$ cat config.mk
export PLATFORM = sky130hd
export DESIGN_NAME = decode_issue_stage
export DESIGN_NICKNAME = d
export VERILOG_FILES = /design/src/rtl/rv_decode_pkg.sv /design/src/rtl/rv_imm_gen.sv /design/src/rtl/decode_issue_stage.sv
export SDC_FILE = /design/constraint.sdc
export NUM_CORES = 1
export LEC_CHECK = 0
export ABC_AREA = 1
export BUFFER_PORTS_ARGS = -buffer_cell sky130_fd_sc_hd__buf_2
export CAP_MARGIN = 20
export CORE_AREA = 2 2 139 141
export DETAILED_ROUTE_END_ITERATION = 7
export DIE_AREA = 0 0 141 143
export MAX_ROUTING_LAYER = met4
export PLACE_DENSITY = 0.81
export SKIP_LAST_GASP = 1
export SYNTH_ARGS = -nofsm -noshare
export SYNTH_HDL_FRONTEND = slang
export SYNTH_SLANG_ARGS = --single-unit
$ cat constraint.sdc
create_clock -name clk -period 4.4 [get_ports clk]
set_clock_uncertainty 0.1 [all_clocks]
set_input_delay 1.1 -clock clk [delete_from_list [all_inputs] [get_ports clk]]
set_output_delay 1.1 -clock clk [all_outputs]
set_load 0.01 [all_outputs]
$ cat src/rtl/rv_decode_pkg.sv
// Shared RV32IM decode constants: opcodes, funct fields, one-hot operation
// indices used by both this decoder and the ALU, and immediate formats.
package rv_decode_pkg;

    localparam logic [6:0] OPC_OP     = 7'b0110011;
    localparam logic [6:0] OPC_OPIMM  = 7'b0010011;
    localparam logic [6:0] OPC_LOAD   = 7'b0000011;
    localparam logic [6:0] OPC_STORE  = 7'b0100011;
    localparam logic [6:0] OPC_BRANCH = 7'b1100011;
    localparam logic [6:0] OPC_JAL    = 7'b1101111;
    localparam logic [6:0] OPC_JALR   = 7'b1100111;
    localparam logic [6:0] OPC_LUI    = 7'b0110111;
    localparam logic [6:0] OPC_AUIPC  = 7'b0010111;

    localparam logic [6:0] F7_BASE   = 7'b0000000;
    localparam logic [6:0] F7_ALT    = 7'b0100000;
    localparam logic [6:0] F7_MULDIV = 7'b0000001;

    localparam logic [2:0] F3_SLL = 3'b001;
    localparam logic [2:0] F3_SR  = 3'b101;

    localparam int unsigned OP_ADD = 0, OP_SUB = 1, OP_XOR = 2, OP_OR = 3, OP_AND = 4;
    localparam int unsigned OP_SLL = 5, OP_SRL = 6, OP_SRA = 7, OP_SLT = 8, OP_SLTU = 9;
    localparam int unsigned OP_ADDI = 10, OP_XORI = 11, OP_ORI = 12, OP_ANDI = 13;
    localparam int unsigned OP_SLLI = 14, OP_SRLI = 15, OP_SRAI = 16, OP_SLTI = 17, OP_SLTIU = 18;
    localparam int unsigned OP_LB = 19, OP_LH = 20, OP_LW = 21, OP_LBU = 22, OP_LHU = 23;
    localparam int unsigned OP_SB = 24, OP_SH = 25, OP_SW = 26;
    localparam int unsigned OP_BEQ = 27, OP_BNE = 28, OP_BLT = 29, OP_BGE = 30;
    localparam int unsigned OP_BLTU = 31, OP_BGEU = 32;
    localparam int unsigned OP_JAL = 33, OP_JALR = 34, OP_LUI = 35, OP_AUIPC = 36;
    localparam int unsigned OP_MUL = 39, OP_MULH = 40, OP_MULHSU = 41, OP_MULHU = 42;
    localparam int unsigned OP_DIV = 43, OP_DIVU = 44, OP_REM = 45, OP_REMU = 46;

    typedef enum logic [2:0] {
        FMT_NONE,
        FMT_R,
        FMT_I,
        FMT_SH,
        FMT_S,
        FMT_B,
        FMT_J,
        FMT_U
    } imm_fmt_t;

endpackage

$ cat src/rtl/rv_imm_gen.sv
// Classifies the instruction format from its opcode and builds the
// sign-extended 32-bit immediate.
module rv_imm_gen
    import rv_decode_pkg::*;
(
    input  logic [31:0] instr,
    output imm_fmt_t    fmt,
    output logic [31:0] imm
);

    always_comb begin
        fmt = FMT_NONE;
        case (instr[6:0])
            OPC_OP:     fmt = FMT_R;
            OPC_OPIMM:  fmt = (instr[14:12] == F3_SLL || instr[14:12] == F3_SR) ? FMT_SH : FMT_I;
            OPC_LOAD:   fmt = FMT_I;
            OPC_JALR:   fmt = FMT_I;
            OPC_STORE:  fmt = FMT_S;
            OPC_BRANCH: fmt = FMT_B;
            OPC_JAL:    fmt = FMT_J;
            OPC_LUI:    fmt = FMT_U;
            OPC_AUIPC:  fmt = FMT_U;
            default:    fmt = FMT_NONE;
        endcase
    end

    always_comb begin
        imm = '0;
        case (fmt)
            FMT_I:   imm = {{20{instr[31]}}, instr[31:20]};
            FMT_SH:  imm = {27'h0, instr[24:20]};
            FMT_S:   imm = {{20{instr[31]}}, instr[31:25], instr[11:7]};
            FMT_B:   imm = {{19{instr[31]}}, instr[31], instr[7], instr[30:25], instr[11:8], 1'b0};
            FMT_J:   imm = {{11{instr[31]}}, instr[31], instr[19:12], instr[20], instr[30:21], 1'b0};
            FMT_U:   imm = {instr[31:12], 12'h0};
            default: imm = '0;
        endcase
    end

endmodule

$ cat src/rtl/decode_issue_stage.sv
// RV32IM decode/issue stage: one-hot operation decode, operand read with
// write-back bypass, immediate formation, and a registered valid/ready output.
module decode_issue_stage
    import rv_decode_pkg::*;
#(
    parameter int unsigned     XLEN     = 32,
    parameter int unsigned     OP_W     = 47,
    parameter logic [XLEN-1:0] RESET_PC = 32'h0
) (
    input  logic            clk,
    input  logic            rst_n,
    input  logic            in_valid,
    output logic            in_ready,
    input  logic [31:0]     in_instr,
    input  logic [XLEN-1:0] in_pc,
    input  logic            flush,
    output logic [4:0]      rf_raddr1,
    output logic [4:0]      rf_raddr2,
    input  logic [XLEN-1:0] rf_rdata1,
    input  logic [XLEN-1:0] rf_rdata2,
    input  logic            wb_en,
    input  logic [4:0]      wb_rd,
    input  logic [XLEN-1:0] wb_data,
    output logic            out_valid,
    input  logic            out_ready,
    output logic [OP_W-1:0] op_o,
    output logic [XLEN-1:0] rs1_o,
    output logic [XLEN-1:0] rs2_o,
    output logic [XLEN-1:0] imm_o,
    output logic [XLEN-1:0] pc_o,
    output logic [4:0]      rd_o,
    output logic            illegal_o
);

    imm_fmt_t        fmt;
    logic [31:0]     imm_d;
    logic [OP_W-1:0] op_d;
    logic [XLEN-1:0] rs1_d, rs2_d;
    logic [4:0]      rd_d;
    logic [XLEN-1:0] pc_q;
    logic            accept;

    wire [2:0] f3 = in_instr[14:12];
    wire [6:0] f7 = in_instr[31:25];

    rv_imm_gen u_imm (
        .instr (in_instr),
        .fmt   (fmt),
        .imm   (imm_d)
    );

    assign rf_raddr1 = in_instr[19:15];
    assign rf_raddr2 = in_instr[24:20];
    assign in_ready  = !out_valid || out_ready;
    assign accept    = in_valid && in_ready && !flush;
    assign pc_o      = out_valid ? pc_q : RESET_PC;

    function automatic logic [XLEN-1:0] read_reg(input logic [4:0] addr, input logic [XLEN-1:0] rf,
                                                 input logic en, input logic [4:0] wa,
                                                 input logic [XLEN-1:0] wd);
        if (addr == 5'd0)            return '0;
        else if (en && wa == addr)   return wd;
        else                         return rf;
    endfunction

    // An all-zero op vector is what marks an instruction as illegal.
    always_comb begin
        op_d = '0;
        case (in_instr[6:0])
            OPC_OP: begin
                case (f7)
                    F7_BASE: case (f3)
                        3'b000: op_d[OP_ADD]  = 1'b1;
                        3'b001: op_d[OP_SLL]  = 1'b1;
                        3'b010: op_d[OP_SLT]  = 1'b1;
                        3'b011: op_d[OP_SLTU] = 1'b1;
                        3'b100: op_d[OP_XOR]  = 1'b1;
                        3'b101: op_d[OP_SRL]  = 1'b1;
                        3'b110: op_d[OP_OR]   = 1'b1;
                        default: op_d[OP_AND] = 1'b1;
                    endcase
                    F7_ALT: case (f3)
                        3'b000:  op_d[OP_SUB] = 1'b1;
                        3'b101:  op_d[OP_SRA] = 1'b1;
                        default: ;
                    endcase
                    F7_MULDIV: case (f3)
                        3'b000: op_d[OP_MUL]    = 1'b1;
                        3'b001: op_d[OP_MULH]   = 1'b1;
                        3'b010: op_d[OP_MULHSU] = 1'b1;
                        3'b011: op_d[OP_MULHU]  = 1'b1;
                        3'b100: op_d[OP_DIV]    = 1'b1;
                        3'b101: op_d[OP_DIVU]   = 1'b1;
                        3'b110: op_d[OP_REM]    = 1'b1;
                        default: op_d[OP_REMU]  = 1'b1;
                    endcase
                    default: ;
                endcase
            end
            OPC_OPIMM: case (f3)
                3'b000: op_d[OP_ADDI]  = 1'b1;
                3'b010: op_d[OP_SLTI]  = 1'b1;
                3'b011: op_d[OP_SLTIU] = 1'b1;
                3'b100: op_d[OP_XORI]  = 1'b1;
                3'b110: op_d[OP_ORI]   = 1'b1;
                3'b111: op_d[OP_ANDI]  = 1'b1;
                3'b001: op_d[OP_SLLI]  = (f7 == F7_BASE);
                default: begin
                    op_d[OP_SRLI] = (f7 == F7_BASE);
                    op_d[OP_SRAI] = (f7 == F7_ALT);
                end
            endcase
            OPC_LOAD: case (f3)
                3'b000:  op_d[OP_LB]  = 1'b1;
                3'b001:  op_d[OP_LH]  = 1'b1;
                3'b010:  op_d[OP_LW]  = 1'b1;
                3'b100:  op_d[OP_LBU] = 1'b1;
                3'b101:  op_d[OP_LHU] = 1'b1;
                default: ;
            endcase
            OPC_STORE: case (f3)
                3'b000:  op_d[OP_SB] = 1'b1;
                3'b001:  op_d[OP_SH] = 1'b1;
                3'b010:  op_d[OP_SW] = 1'b1;
                default: ;
            endcase
            OPC_BRANCH: case (f3)
                3'b000:  op_d[OP_BEQ]  = 1'b1;
                3'b001:  op_d[OP_BNE]  = 1'b1;
                3'b100:  op_d[OP_BLT]  = 1'b1;
                3'b101:  op_d[OP_BGE]  = 1'b1;
                3'b110:  op_d[OP_BLTU] = 1'b1;
                3'b111:  op_d[OP_BGEU] = 1'b1;
                default: ;
            endcase
            OPC_JAL:   op_d[OP_JAL]   = 1'b1;
            OPC_JALR:  op_d[OP_JALR]  = (f3 == 3'b000);
            OPC_LUI:   op_d[OP_LUI]   = 1'b1;
            OPC_AUIPC: op_d[OP_AUIPC] = 1'b1;
            default: ;
        endcase
    end

    always_comb begin
        rs1_d = '0;
        rs2_d = '0;
        if (fmt inside {FMT_R, FMT_I, FMT_SH, FMT_S, FMT_B})
            rs1_d = read_reg(rf_raddr1, rf_rdata1, wb_en, wb_rd, wb_data);
        if (fmt inside {FMT_R, FMT_S, FMT_B})
            rs2_d = read_reg(rf_raddr2, rf_rdata2, wb_en, wb_rd, wb_data);
        rd_d = (fmt == FMT_S || fmt == FMT_B) ? 5'd0 : in_instr[11:7];
    end

    always_ff @(posedge clk or negedge rst_n) begin
        if (!rst_n) begin
            out_valid <= 1'b0;
            op_o      <= '0;
            rs1_o     <= '0;
            rs2_o     <= '0;
            imm_o     <= '0;
            rd_o      <= '0;
            illegal_o <= 1'b0;
            pc_q      <= RESET_PC;
        end else if (flush) begin
            out_valid <= 1'b0;
        end else if (accept) begin
            out_valid <= 1'b1;
            op_o      <= op_d;
            rs1_o     <= rs1_d;
            rs2_o     <= rs2_d;
            imm_o     <= imm_d;
            rd_o      <= rd_d;
            illegal_o <= (op_d == '0);
            pc_q      <= in_pc;
        end else if (out_ready) begin
            out_valid <= 1'b0;
        end
    end

endmodule

==> metrics.cfg, run 1 <==
[yosys]
synth_seq_cells=180
ys_seq_area_share_pct=48.8
synth-warning-count=0
yosysUniqueCellTypes=35
syn_area_per_cell_um2=7.44
synth.cell_area_mm2=0.00924
syn_inst=1242

[clock_tree]
cts_tree=yes
cts_made_buffers=17
clock_sinks=180
cts_root_buf=clkbuf_16
ctsHtreeMaxLevel=4
post_cts_resized=0
cts-hold-fix-buffers=0
clkTransAtPathRegs_ns=0.08
clk-insertion-delay-late_ns=0.42
clk_path_buf_depth=2
post-cts-setup-buffers=0

[worst_setup_path]
cp-end-kind=register
crit_required_ns=4.66
critPathMaxFanout=69
setup.worst_path.start_class=input port
crit_type=in -> reg
worstPathArrival_ns=3.19

[layout]
layout_commonest_cell=nand2_1
nFillCells=1644
syn_to_final_growth_pct=26.9
multiInputGateArea_mm2=0.00381
nets=1727
drive_above_1_share_pct=28.4
register_area_mm2=0.00450
final_cell_mix=nand2_1 (478), buf_2 (360), dfrtp_1 (180)

[floorplan]
io_pins=364
core-area_mm2=0.0186
start_util_pct=49.7
num_rows=50
die_y_um=143
dieArea_mm2=0.0202
dieWidth_um=141

[pwr]
power_uw=3900
ir_drop_uv=262
powerDensity_mw_per_mm2=333
p_leak_uw=0.00710

[placed_design]
portBuffers=361
gpl.final_weighted_congestion=0.993
dpl.hpwl_um=21900

[drt]
drtPass1Iterations=5
drt_iter0_markers=627
routed_via_density=5.31
routed_wl_um=29900
routedWlPerCell_um=16.6
antenna_left=0
num_vias=9582
drc_errors=0

[flow_run]
cap_violations=0

[min_path]
min_path_type=reg -> reg

[timing]
setup_viol=0
fin_tns_setup_ns=0
rsz0062_at_grt=false
max_freq_ghz=0.341
finalCritPeriodShare_pct=66.7
drv_slew=0
worstMarginPinSlew_ns=0.724
fin_crit_ns=2.93
hold_violations=0
relSlewSlack_pct=51.7

[global_route]
gr-total-overflow=0
grt_max_degree=78
grt_pass1_vias=9039
grtUsageTotal_pct=30.3
grt_pass1_wl_um=46600
grt_antenna_before_repair=1

[run_status]
status=complete, no violations

## power by group
part / switching [µW] / internal (µW) / total (µW)
registers: 43.8 / 1730 / 1780
clock network: 756 / 829 / 1590
logic: 353 / 188 / 541
## cell families after synthesis
logic type	after synthesis	share of synthesized area [%]
buffers and inverters	225	10.4
flip-flops	180	48.8
AND/OR/NAND/NOR	685	31.9
AO/OA/AOI/OAI	151	8.93
other	1	0.0406
## cell usage after synthesis
library cell / number / share of area, %
nor3_2: 2 / 0.22
o31ai_4: 1 / 0.23
inv_2: 11 / 0.45
buf_6: 3 / 0.37
a21oi_1: 3 / 0.16
o22ai_1: 12 / 0.81
nor2_1: 35 / 1.4
clkbuf_1: 33 / 1.3
nor3_4: 1 / 0.18
nand2_2: 6 / 0.41
o211ai_1: 2 / 0.16
nand2_4: 3 / 0.37
o21ai_0: 82 / 4.4
buf_1: 4 / 0.16
o2bb2ai_1: 1 / 0.095
nand2_1: 478 / 19
nand3_1: 95 / 5.1
nor2_2: 4 / 0.27
buf_2: 29 / 1.6
buf_4: 15 / 1.2
nor3_1: 6 / 0.33
nand3b_1: 11 / 0.89
nand3_4: 1 / 0.19
o21a_1: 2 / 0.16
conb_1: 1 / 0.041
o21bai_1: 2 / 0.16
a22oi_1: 1 / 0.081
inv_1: 130 / 5.3
nor2_4: 1 / 0.12
o21ai_1: 39 / 2.1
nand3_2: 2 / 0.22
o31ai_1: 5 / 0.41
dfrtp_1: 180 / 49
nand4_1: 40 / 2.7
o41ai_1: 1 / 0.095
## worst paths after layout
path                                start         to  slack, ns  cells after the start
worst min register to register    rd_o[0]    rd_o[0]       0.38                      2
min in group asynchronous           rst_n  rs2_o[10]       0.57                      1
worst max register to register  out_valid  imm_o[17]       1.75                      9
max in group asynchronous           rst_n  imm_o[27]       2.68                      2
worst min-delay path              rd_o[0]    rd_o[0]       0.38                      2
worst max-delay path                flush  rs1_o[26]       1.47                      9
## per-stage QoR
stage	setup slack, ns	area (µm²)	hold slack (ns)	cells	util, %
floorplan	1.93	9240	0.349	1243	-
global placement	1.11	11100	0.360	1771	59.7
detailed placement	1.03	11100	0.361	1771	59.7
CTS	1.47	11700	0.381	1803	63.1
global route	1.27	11700	0.398	1804	63.1
finish	1.47	11700	0.377	1805	63.1
## layer usage
| layer | share of wire, % | vias up | GRT usage [%] |
|---|---|---|---|
| met3 | 8.3 | 62 | 5.57 |
| met1 | 40 | 4456 | 37.6 |
| met4 | 3.0 | 0 | 12.1 |
| met2 | 48 | 513 | 49.7 |
| li1 | - | 4551 | - |
| met5 | 0 | - | - |
## critical path: stages
cell and delay, ns:
buf_2 0.10, nor2_1 0.31, nand2_8 0.32, inv_2 0.31, o21ai_1 0.10, inv_1 0.37, buf_4 0.29, nand3_1 0.10
o21ai_1 0.14
## cell type report
class | instances | share of cell area, %
Antenna cell | 2 | 0.0427
Clock buffer | 17 | 3.63
Clock inverter | 15 | 1.76
Inverter | 141 | 4.51
Multi-Input combinational cell | 838 | 32.5
Sequential cell | 180 | 38.4
Tap cell | 234 | 2.50
Timing Repair Buffer | 378 | 16.7
## sequential cells by signal, summed over array words and instances (netlist names)
name,flops
rs1_o,32
imm_o,32
rs2_o,32
pc_q,32
op_o,45
illegal_o,1
out_valid,1
rd_o,5
(Power assumes the default switching activity.)
==> run 2: changes to the inputs <==
--- a/config.mk
+++ b/config.mk
@@ -8,11 +8,11 @@
 export ABC_AREA = 1
 export BUFFER_PORTS_ARGS = -buffer_cell sky130_fd_sc_hd__buf_2
 export CAP_MARGIN = 20
-export CORE_AREA = 2 2 139 141
+export CORE_AREA = 2 2 141 143
 export DETAILED_ROUTE_END_ITERATION = 7
-export DIE_AREA = 0 0 141 143
+export DIE_AREA = 0 0 143 145
 export MAX_ROUTING_LAYER = met4
-export PLACE_DENSITY = 0.81
+export PLACE_DENSITY = 0.79
 export SKIP_LAST_GASP = 1
 export SYNTH_ARGS = -nofsm -noshare
 export SYNTH_HDL_FRONTEND = slang
==> constraint.sdc (replaced) <==
create_clock -name clk -period 2.8 [get_ports clk]
set_clock_uncertainty 0.1 [all_clocks]
set_input_delay 0.7 -clock clk [delete_from_list [all_inputs] [get_ports clk]]
set_output_delay 0.7 -clock clk [all_outputs]
set_load 0.01 [all_outputs]
==> run 2 against run 1 <==
Against the previous run: sequential power increased by 57%; sequential share of layout area is 0.23 points lower; setup slack got worse by 0.98 ns; final cell count grew 1.8%; core utilization is 1.7 points lower; cell area increased by 0.61%; power up 55%; hold slack got worse by 0.27 ns; die area increased by 2.8%; via count down 0.89%; critical path depth decreased by 5; critical path type is now reg -> out; critical endpoint is now pc_o[4]; highest routed layer unchanged.
==> metrics.cfg, run 2 (synthesis gave the netlist of run 1 again) <==
[clock_tree]
ctsHtreeMaxLevel=4  ; unchanged
clock_sinks=180  ; unchanged
clkTransAtPathRegs_ns=0.07  ; was 0.08 ns
post-cts-setup-buffers=0  ; unchanged
cts_root_buf=clkbuf_16  ; unchanged
cts-hold-fix-buffers=0  ; unchanged
clk-insertion-delay-late_ns=0.42  ; about the same
clk_path_buf_depth=2  ; unchanged
cts_made_buffers=17  ; unchanged
cts_tree=yes  ; unchanged
post_cts_resized=0  ; unchanged

[global_route]
gr-total-overflow=0  ; unchanged
grt_max_degree=70  ; was 78
grt_antenna_before_repair=0  ; was 1
grt_pass1_vias=9107  ; was 9039
grtUsageTotal_pct=29.6  ; was 30.3%
grt_pass1_wl_um=47000  ; was 46600 µm

[placed_design]
dpl.hpwl_um=21900  ; about the same
placed_area_mm2=0.0112  ; was 0.0111 mm²
dpl_worst_slack_ns=0.204  ; was 1.03 ns
portBuffers=361  ; unchanged
gpl.final_weighted_congestion=0.918  ; was 0.993

[worst_setup_path]
crit_buf_inv=3  ; was 4
setup.worst_path.start_class=register  ; was input port
slowest_delay_ns=0.47  ; was 0.37 ns
r2r-start=out_valid  ; unchanged
crit_slowest_cell=dfrtp_1  ; was inv_1
worstPathArrival_ns=1.52  ; was 3.19 ns
path_delay_family=buffers and inverters  ; unchanged
path_cells=buf_4 > nand2_1 > inv_1 > buf_2  ; was buf_2 > nor2_1 > nand2_8 > inv_2 > o21ai_1 > inv_1 > buf_4 > nand3_1 > o21ai_1
crit_required_ns=2.00  ; was 4.66 ns
regToRegEndpoint=rs2_o[12]  ; was imm_o[17]
crit_type=reg -> out  ; was in -> reg
critPathMaxFanout=28  ; was 69
r2r_cells=10  ; was 9
cp-end-kind=output pin  ; was register
regToRegSetupSlack_ns=0.86  ; was 1.75 ns

[pwr]
p_clk_share_pct=39.7  ; was 40.6%
ir_drop_uv=458  ; was 262 µV
powerDensity_mw_per_mm2=513  ; was 333 mW/mm²
power_uw=6050  ; was 3900 µW
p_sw_uw=1710  ; was 1150 µW
switching_share_pct=28.3  ; was 29.5%
p_leak_uw=0.00713  ; was 0.00710 µW
p_int_uw=4340  ; was 2750 µW
pwr-share-comb_pct=14.2  ; was 13.9%
seqPwrFrac_pct=46.1  ; was 45.5%

[flow_run]
cap_violations=0  ; unchanged

[drt]
drtPass1Iterations=5  ; unchanged
antenna_left=0  ; unchanged
routed_via_density=5.17  ; was 5.31
drt_iter0_markers=534  ; was 627
routedWlPerCell_um=16.3  ; was 16.6 µm
drc_errors=0  ; unchanged
routed_wl_um=29900  ; about the same
num_vias=9497  ; was 9582

[timing]
worstMarginPinSlew_ns=0.634  ; was 0.724 ns
fin_tns_setup_ns=0  ; unchanged
max_freq_ghz=0.431
setup_viol=0  ; unchanged
relSlewSlack_pct=57.8  ; was 51.7%
finalCritPeriodShare_pct=82.8
worst_slack_ns=0.482  ; was 1.47 ns
hold_violations=0  ; unchanged
drv_slew=0  ; unchanged
fin_crit_ns=2.32
holdWs_ns=0.106  ; was 0.377 ns
rsz0062_at_grt=false  ; unchanged

[layout]
regMostFlops=op_o  ; unchanged
final_area_mm2=0.0118  ; was 0.0117 mm²
syn_to_final_growth_pct=27.7  ; was 26.9%
nets=1731  ; was 1727
drive_above_1_share_pct=28.5  ; was 28.4%
layout_commonest_cell=nand2_1  ; unchanged
final_cell_mix=nand2_1 (478), buf_2 (360), dfrtp_1 (180)  ; unchanged
largest_reg_flops=45  ; unchanged
n_antenna_cell=0  ; was 2

[min_path]
min_path_type=in -> async  ; was reg -> reg

[run_status]
status=complete, no violations  ; unchanged

[floorplan]
io_pins=364  ; unchanged
die_y_um=145  ; was 143 µm
dieWidth_um=143  ; was 141 µm
dieArea_mm2=0.0207  ; was 0.0202 mm²
num_rows=51  ; was 50
core-area_mm2=0.0192  ; was 0.0186 mm²
start_util_pct=48.1  ; was 49.7%

## run 2: changes by cell type in the layout (fill, tap and decap cells not counted)
cell	change
clkbuf_8	+2
clkbuf_1	+1
inv_6	+4
diode_2	-2
inv_8	-1
clkinv_8	-6
buf_12	+4
## run 2: power by group through the flow
stage	combinational, µW	clock, µW	sequential (µW)
floorplan	425	0	2850
global placement	846	0	2830
detailed placement	855	0	2840
CTS	858	2450	2790
global route	954	2570	2800
finish	857	2400	2790
## run 2: worst reg2reg max path: cells and delay by family (launching register included)
kind | cells | cell delay [ns]
buffers and inverters | 4 | 0.71
AOI/OAI and AO/OA | 1 | 0.12
and+or+nand+nor | 5 | 0.51
DFF | 1 | 0.46
## run 2: cell type report
cell class                      instances  area, µm²
Inverter                              141        529
Fill cell                            1733       7410
Clock buffer                           20        457
Clock inverter                         12        133
Timing Repair Buffer                  382       2030
Sequential cell                       180       4500
Multi-Input combinational cell        838       3810
Tap cell                              265        332
## run 2: routing by layer
layer / track usage [%] / up-vias / share of wire, %
met5: - / - / 0
met4: 14.4 / 0 / 4.6
met3: 5.45 / 96 / 8.8
met2: 46.7 / 495 / 47
met1: 36.6 / 4339 / 39
li1: - / 4567 / -
## run 2: worst max path at each step
| stage | startpoint | endpoint | slack, ns | depth (start not counted) |
|---|---|---|---|---|
| floorplan | in_instr[5] | imm_o[25] | 0.79 | 11 |
| global placement | in_instr[1] | imm_o[16] | 0.31 | 11 |
| detailed placement | in_instr[1] | imm_o[18] | 0.20 | 11 |
| CTS | out_valid | pc_o[4] | 0.46 | 4 |
| global route | out_valid | pc_o[5] | 0.37 | 4 |
| finish | out_valid | pc_o[4] | 0.48 | 4 |
## run 2: through the flow
| step | cells | util (%) |
|---|---|---|
| finish | 1838 | 61.4 |
| global route | 1838 | 61.4 |
| CTS | 1838 | 61.4 |
| detailed placement | 1806 | 58.3 |
| global placement | 1806 | 58.3 |
| floorplan | 1243 | - |
